<file path="config.mk">
export PLATFORM = sky130hd
export DESIGN_NAME = spi_slave_regs_flat
export DESIGN_NICKNAME = d
export VERILOG_FILES = /design/src/rtl/spi_slave_regs_if.sv /design/src/rtl/spi_slave_regs.sv /design/src/flat_wrapper.sv
export SDC_FILE = /design/constraint.sdc
export NUM_CORES = 1
export LEC_CHECK = 0
export ABC_AREA = 0
export BUFFER_PORTS_ARGS = -buffer_cell sky130_fd_sc_hd__buf_2
export CAP_MARGIN = 20
export CORE_MARGIN = 3
export CORE_UTILIZATION = 45
export DETAILED_ROUTE_END_ITERATION = 8
export SLEW_MARGIN = 20
export SYNTH_ARGS = -nofsm -noshare
export SYNTH_HDL_FRONTEND = slang
export SYNTH_SLANG_ARGS = --single-unit
export TNS_END_PERCENT = 30
</file>
<file path="constraint.sdc">
create_clock -name clk -period 2.85 [get_ports clk]
set_input_delay 0.57 -clock clk [delete_from_list [all_inputs] [get_ports clk]]
set_output_delay 0.57 -clock clk [all_outputs]
set_load 0.03 [all_outputs]
</file>
<file path="src/rtl/spi_slave_regs_if.sv">
// SPI pin bundle plus register-write / frame-status strobes of spi_slave_regs.
interface spi_slave_regs_if #(
    parameter int CMD_WIDTH  = 12,
    parameter int READ_WIDTH = 8
);
    localparam int ADDR_W = CMD_WIDTH - 1 - READ_WIDTH;

    logic                  sclk;
    logic                  cs;
    logic                  mosi;
    logic                  miso;
    logic                  miso_oe;
    logic                  wr_vld;
    logic [ADDR_W-1:0]     wr_addr;
    logic [READ_WIDTH-1:0] wr_data;
    logic                  rd_done;
    logic                  frame_err;

    modport master (
        output sclk, cs, mosi,
        input  miso, miso_oe, wr_vld, wr_addr, wr_data, rd_done, frame_err
    );

    modport slave (
        input  sclk, cs, mosi,
        output miso, miso_oe, wr_vld, wr_addr, wr_data, rd_done, frame_err
    );
endinterface

</file>
<file path="src/rtl/spi_slave_regs.sv">
// SPI mode-0 slave with an 8-entry register file: write frames store, header+data
// frame pairs read back a snapshot taken at the header.
module spi_slave_regs #(
    parameter int CMD_WIDTH  = 12,
    parameter int READ_WIDTH = 8
) (
    input  logic            clk,
    input  logic            rst_n,
    spi_slave_regs_if.slave bus
);
    localparam int ADDR_W   = CMD_WIDTH - 1 - READ_WIDTH;
    localparam int NREGS    = 1 << ADDR_W;
    localparam int HDR_BITS = ADDR_W + 1;

    typedef enum logic [1:0] {IDLE, HDR, RD_PEND, RD_SHIFT} state_t;
    state_t state_q, state_d;

    logic sclk_p0, sclk_p1, sclk_p2;
    logic cs_p0, cs_p1, cs_p2;
    logic mosi_p0, mosi_p1;
    logic live_p0, live_p1;
    logic armed_q;

    logic [3:0]            bit_cnt;
    logic [CMD_WIDTH-1:0]  shift_q;
    logic [READ_WIDTH-1:0] tx_q;
    logic [READ_WIDTH-1:0] regs [NREGS];
    logic                  oe_q, wr_vld_q, rd_done_q, frame_err_q;
    logic [ADDR_W-1:0]     wr_addr_q;
    logic [READ_WIDTH-1:0] wr_data_q;

    logic sclk_rise, sclk_fall, cs_rise, cs_fall;
    logic start_frame, do_write, do_snap, start_shift, end_read, rd_ok, err;

    // sclk edges only count while the synchronized cs is low
    assign sclk_rise = sclk_p1 & ~sclk_p2 & ~cs_p1;
    assign sclk_fall = ~sclk_p1 & sclk_p2 & ~cs_p1;
    assign cs_rise   = cs_p1 & ~cs_p2;
    assign cs_fall   = ~cs_p1 & cs_p2;

    always_comb begin
        state_d     = state_q;
        start_frame = 1'b0;
        do_write    = 1'b0;
        do_snap     = 1'b0;
        start_shift = 1'b0;
        end_read    = 1'b0;
        rd_ok       = 1'b0;
        err         = 1'b0;
        case (state_q)
            IDLE: begin
                if (cs_fall && armed_q) begin
                    state_d     = HDR;
                    start_frame = 1'b1;
                end
            end
            HDR: begin
                if (cs_rise) begin
                    state_d = IDLE;
                    if (bit_cnt == 4'(CMD_WIDTH) && shift_q[CMD_WIDTH-1]) begin
                        do_write = 1'b1;
                    end else if (bit_cnt == 4'(HDR_BITS) && !shift_q[HDR_BITS-1]) begin
                        do_snap = 1'b1;
                        state_d = RD_PEND;
                    end else begin
                        err = 1'b1;
                    end
                end
            end
            RD_PEND: begin
                if (cs_fall) begin
                    state_d     = RD_SHIFT;
                    start_shift = 1'b1;
                end
            end
            RD_SHIFT: begin
                if (cs_rise) begin
                    state_d  = IDLE;
                    end_read = 1'b1;
                    if (bit_cnt == 4'(READ_WIDTH)) rd_ok = 1'b1;
                    else                           err   = 1'b1;
                end
            end
            default: state_d = IDLE;
        endcase
    end

    always_ff @(posedge clk or negedge rst_n) begin
        if (!rst_n) state_q <= IDLE;
        else        state_q <= state_d;
    end

    always_ff @(posedge clk or negedge rst_n) begin
        if (!rst_n) begin
            sclk_p0     <= 1'b0;
            sclk_p1     <= 1'b0;
            sclk_p2     <= 1'b0;
            cs_p0       <= 1'b1;
            cs_p1       <= 1'b1;
            cs_p2       <= 1'b1;
            mosi_p0     <= 1'b0;
            mosi_p1     <= 1'b0;
            live_p0     <= 1'b0;
            live_p1     <= 1'b0;
            armed_q     <= 1'b0;
            bit_cnt     <= '0;
            shift_q     <= '0;
            tx_q        <= '0;
            oe_q        <= 1'b0;
            wr_vld_q    <= 1'b0;
            rd_done_q   <= 1'b0;
            frame_err_q <= 1'b0;
            wr_addr_q   <= '0;
            wr_data_q   <= '0;
            for (int i = 0; i < NREGS; i++) regs[i] <= '0;
        end else begin
            sclk_p0 <= bus.sclk;
            sclk_p1 <= sclk_p0;
            sclk_p2 <= sclk_p1;
            cs_p0   <= bus.cs;
            cs_p1   <= cs_p0;
            cs_p2   <= cs_p1;
            mosi_p0 <= bus.mosi;
            mosi_p1 <= mosi_p0;
            // cs_p1 holds a real sample once live_p1 is set; a frame needs cs seen high first
            live_p0 <= 1'b1;
            live_p1 <= live_p0;
            armed_q <= armed_q | (live_p1 & cs_p1);

            wr_vld_q    <= do_write;
            rd_done_q   <= rd_ok;
            frame_err_q <= err;

            if (start_frame) begin
                bit_cnt <= '0;
                shift_q <= '0;
            end else if (state_q == HDR && sclk_rise) begin
                shift_q <= {shift_q[CMD_WIDTH-2:0], mosi_p1};
                if (bit_cnt != 4'hF) bit_cnt <= bit_cnt + 4'd1;
            end else if (start_shift) begin
                bit_cnt <= '0;
            end else if (state_q == RD_SHIFT && sclk_rise && bit_cnt != 4'hF) begin
                bit_cnt <= bit_cnt + 4'd1;
            end

            if (do_write) begin
                regs[shift_q[CMD_WIDTH-2 -: ADDR_W]] <= shift_q[READ_WIDTH-1:0];
                wr_addr_q <= shift_q[CMD_WIDTH-2 -: ADDR_W];
                wr_data_q <= shift_q[READ_WIDTH-1:0];
            end

            if (do_snap) begin
                tx_q <= regs[shift_q[ADDR_W-1:0]];
            end else if (state_q == RD_SHIFT && sclk_fall) begin
                tx_q <= {tx_q[READ_WIDTH-2:0], 1'b0};
            end

            if (start_shift)   oe_q <= 1'b1;
            else if (end_read) oe_q <= 1'b0;
        end
    end

    // MSB of tx is on the wire while enabled and not all bits have been clocked out
    assign bus.miso      = oe_q & (bit_cnt < 4'(READ_WIDTH)) & tx_q[READ_WIDTH-1];
    assign bus.miso_oe   = oe_q;
    assign bus.wr_vld    = wr_vld_q;
    assign bus.wr_addr   = wr_addr_q;
    assign bus.wr_data   = wr_data_q;
    assign bus.rd_done   = rd_done_q;
    assign bus.frame_err = frame_err_q;
endmodule

</file>
<file path="src/flat_wrapper.sv">
// flat-port wrapper written by rule: the top's interface ports become plain ports
module spi_slave_regs_flat 
#(
    parameter int CMD_WIDTH  = 12,
    parameter int READ_WIDTH = 8
)
  (clk, rst_n, bus_sclk, bus_cs, bus_mosi, bus_miso, bus_miso_oe, bus_wr_vld, bus_wr_addr, bus_wr_data, bus_rd_done, bus_frame_err);
  spi_slave_regs_if #(.CMD_WIDTH(CMD_WIDTH), .READ_WIDTH(READ_WIDTH)) bus_i ();
  input  logic clk;
  input  logic rst_n;
  input wire logic [$bits(bus_i.sclk)-1:0] bus_sclk;
  input wire logic [$bits(bus_i.cs)-1:0] bus_cs;
  input wire logic [$bits(bus_i.mosi)-1:0] bus_mosi;
  output wire logic [$bits(bus_i.miso)-1:0] bus_miso;
  output wire logic [$bits(bus_i.miso_oe)-1:0] bus_miso_oe;
  output wire logic [$bits(bus_i.wr_vld)-1:0] bus_wr_vld;
  output wire logic [$bits(bus_i.wr_addr)-1:0] bus_wr_addr;
  output wire logic [$bits(bus_i.wr_data)-1:0] bus_wr_data;
  output wire logic [$bits(bus_i.rd_done)-1:0] bus_rd_done;
  output wire logic [$bits(bus_i.frame_err)-1:0] bus_frame_err;
  assign bus_i.sclk = bus_sclk;
  assign bus_i.cs = bus_cs;
  assign bus_i.mosi = bus_mosi;
  assign bus_miso = bus_i.miso;
  assign bus_miso_oe = bus_i.miso_oe;
  assign bus_wr_vld = bus_i.wr_vld;
  assign bus_wr_addr = bus_i.wr_addr;
  assign bus_wr_data = bus_i.wr_data;
  assign bus_rd_done = bus_i.rd_done;
  assign bus_frame_err = bus_i.frame_err;
  spi_slave_regs #(.CMD_WIDTH(CMD_WIDTH), .READ_WIDTH(READ_WIDTH)) u_core (.clk(clk), .rst_n(rst_n), .bus(bus_i));
endmodule
</file>
==> flow_metrics.tcl <==
set metrics [dict create \
    crit_type "flip-flop to flip-flop" \
    internal_power_w 0.00298 \
    netlist_instances 332 \
    start_util 0.471 \
    finalWirelength_um 10100 \
    cp_num_buf_inv 0 \
    setup_viol 0 \
    grt_pass1_vias 3029 \
    synthXorXnorAreaFrac 0 \
    core-area_um2 10600 \
    drt-initial-drc-count 118 \
    synth-edff-count 0 \
    clockRootBuffer "clkbuf_8" \
    p_sw_w 0.000853 \
    synth_ff_type "dfrtp_1" \
    firstDrtPassIters 6 \
    min_period_ps 2520 \
    seqPwrFrac 0.446 \
    drive_gt1_frac 0.408 \
    wl_met1_um 4630 \
    hpwl_um 6440 \
    critPathSlowestCell "or4b_1" \
    switching_share 0.222 \
    cts_tree "yes" \
    die_y_um 111 \
    synth-async-reset-ratio 1.00 \
    num_vias 2799 \
    io_buffer_count 20 \
    slowest_delay_ps 780 \
    met3_wirelength_um 315 \
    viasPerCell 5.55 \
    design.die.area_um2 12300 \
    cp_max_fo 16 \
    antenna_found_initial 0 \
    ys_seq_elements 116 \
    hold_violations 0 \
    syn-num-nets 339 \
    crit_family "simple AND/OR/NAND/NOR gates" \
    end_kind "flip-flop" \
    worst_ep_required_time_ps 3240 \
    rrSetupSlack_ps 330 \
    grt_pass1_wl_um 16900 \
    synth_area_um2 4970 \
    avgSynthCellArea_um2 15.0 \
    wl_per_cell_um 19.9 \
    placed_cell_area_um2 5200 \
    numCtsBuffers 17 \
    postCtsSetupBuffers 0 \
    final_cell_mix "dfrtp_1 (113), mux2_2 (59), buf_2 (19), mux4_2 (16), clkbuf_16 (16)" \
    routabilityCongestion 0.806 \
    rsz0062_at_grt "no" \
    postRouteAntennaNets 0 \
    p_per_area_nw_per_um2 664 \
    grt_max_degree 93 \
    design_area_um2 5780 \
    p_leak_nw 2.80 \
    synth_cell_types 45 \
    start_kind "flip-flop" \
    clkPwrFrac 0.518 \
    std_cell_rows 37 \
    layout.area.seq_um2 2910 \
    cp_cell_sequence "and3b_1 -> nand3_4 -> or4b_1 -> mux2_4" \
    area_delta_synth_final_pct 16.2 \
    ir_drop_v 0.000408 \
    route.detailed.drc 0 \
    diodes 0 \
    maxSlewViolCount 0 \
    multiInputGateArea_um2 1940 \
    tns_ps 0 \
    synth_top_family_by_area "multiplexers" \
    clock.fmax_mhz 396 \
    clk_latency_ps 510 \
    fill_cells 849 \
    muxShareOfSynthArea 0.264 \
    clk_pin_slew_ps 60 \
    fin_nets 362 \
    dr.max_layer_used "met4" \
    power_w 0.00384 \
    worst_ep_arrival_time_ps 2920 \
    fp.dieW_um 111 \
    io_pins 21 \
    relSlewSlack 0.406 \
    synth_adder_area_share 0.00503 \
    grt_overflow 0 \
    maxCapViolations 0 \
    ys_warn_count 0 \
    numClockSinks 116 \
    cts.htree.levels 4 \
    clockBufferDepth 2 \
    met2WireLength_um 4890 \
    final_common_cell "dfrtp_1" \
    ys_seq_area_frac 0.585 \
    yosys.area_share.simple 0.0662 \
    hold_path_class "primary input to flip-flop" \
    grt_usage 0.179 \
    worst_slew_pin_slew_ps 890 \
    p_comb_frac 0.036 \
    skew_ps 6.76 \
    outcome "complete, no violations" \
    fin_crit_sh 0.886 \
    synth_compound_gate_area_share 0.0536 \
]
## synth_stat cells, types with 3 or more instances
library cell / instances / area share
nand3_1: 4 / 0.0040
buf_2: 5 / 0.0050
nand2_1: 10 / 0.0075
o21ai_0: 5 / 0.0050
inv_1: 5 / 0.0038
or3_1: 3 / 0.0038
mux2_1: 8 / 0.018
clkbuf_1: 15 / 0.011
mux4_2: 16 / 0.072
a221o_1: 7 / 0.014
mux2i_1: 8 / 0.016
mux2_4: 8 / 0.024
and3b_1: 3 / 0.0053
dfrtp_1: 113 / 0.57
mux2_2: 59 / 0.13
nor2_1: 11 / 0.0083
a21oi_1: 3 / 0.0030
dfstp_2: 3 / 0.016
a22o_1: 12 / 0.021
## worst paths after layout
kind / from / end / depth (start not counted)
hold / removal: bus_sclk / u_core.sclk_p0 / 1
max in group asynchronous: rst_n / u_core.regs[52] / 3
setup reg to reg: u_core.cs_p1 / u_core.regs[45] / 4
setup / recovery: u_core.cs_p1 / u_core.regs[45] / 4
min in group asynchronous: rst_n / u_core.bit_cnt[2] / 2
hold reg to reg: u_core.sclk_p0 / u_core.sclk_p1 / 0
## flip-flops by register name, summed over array words and instances (netlist names), 3 cells and up, named ones only
| signal | flops |
|---|---|
| u_core.shift_q | 12 |
| u_core.bus.wr_data | 8 |
| u_core.bit_cnt | 4 |
| u_core.bus.wr_addr | 3 |
| u_core.regs | 64 |
| u_core.tx_q | 8 |
## power groups by stage
stage | Combinational, W | Sequential [W] | Clock, W
floorplan | 0.0000897 | 0.00172 | 0
global placement | 0.000137 | 0.00173 | 0
detailed placement | 0.000142 | 0.00174 | 0
CTS | 0.000144 | 0.00171 | 0.00204
global route | 0.000159 | 0.00171 | 0.00212
finish | 0.000140 | 0.00171 | 0.00199
## repair_timing
item,4_1_cts,5_1_grt
hold buffers,1,0
endpoints found under the hold margin,21,0
resized for setup,0,0
## final cells by class
type,instances,share of cell area
Inverter,5,0.00325
Timing Repair Buffer,28,0.0307
Clock inverter,13,0.0234
Multi-Input combinational cell,187,0.336
Tap cell,136,0.0294
Sequential cell,116,0.503
Clock buffer,19,0.0747
## metal layers
layer / GRT usage / up-vias
met4: 0.0730 / 0
met5: 0 / -
met3: 0.0486 / 17
li1: - / 1267
met2: 0.280 / 47
met1: 0.237 / 1468
## stage by stage
step / hold WS, ps / std cells / setup slack [ps] / util
after floorplan: 274 / 332 / 813 / -
after global placement: 332 / 471 / 404 / 0.493
after detailed placement: 337 / 471 / 344 / 0.493
after CTS: 127 / 504 / 337 / 0.548
after global routing: 128 / 504 / 210 / 0.548
final: 161 / 504 / 326 / 0.548
## logic make-up after synthesis
kind of cell	after synthesis
AO/OA/AOI/OAI	34
AND/OR/NAND/NOR	51
flip-flops	116
buffers and inverters	29
other	1
adder cells (fa/ha/maj)	2
multiplexers	99
Note: power is estimated with default switching activity, not from simulation.
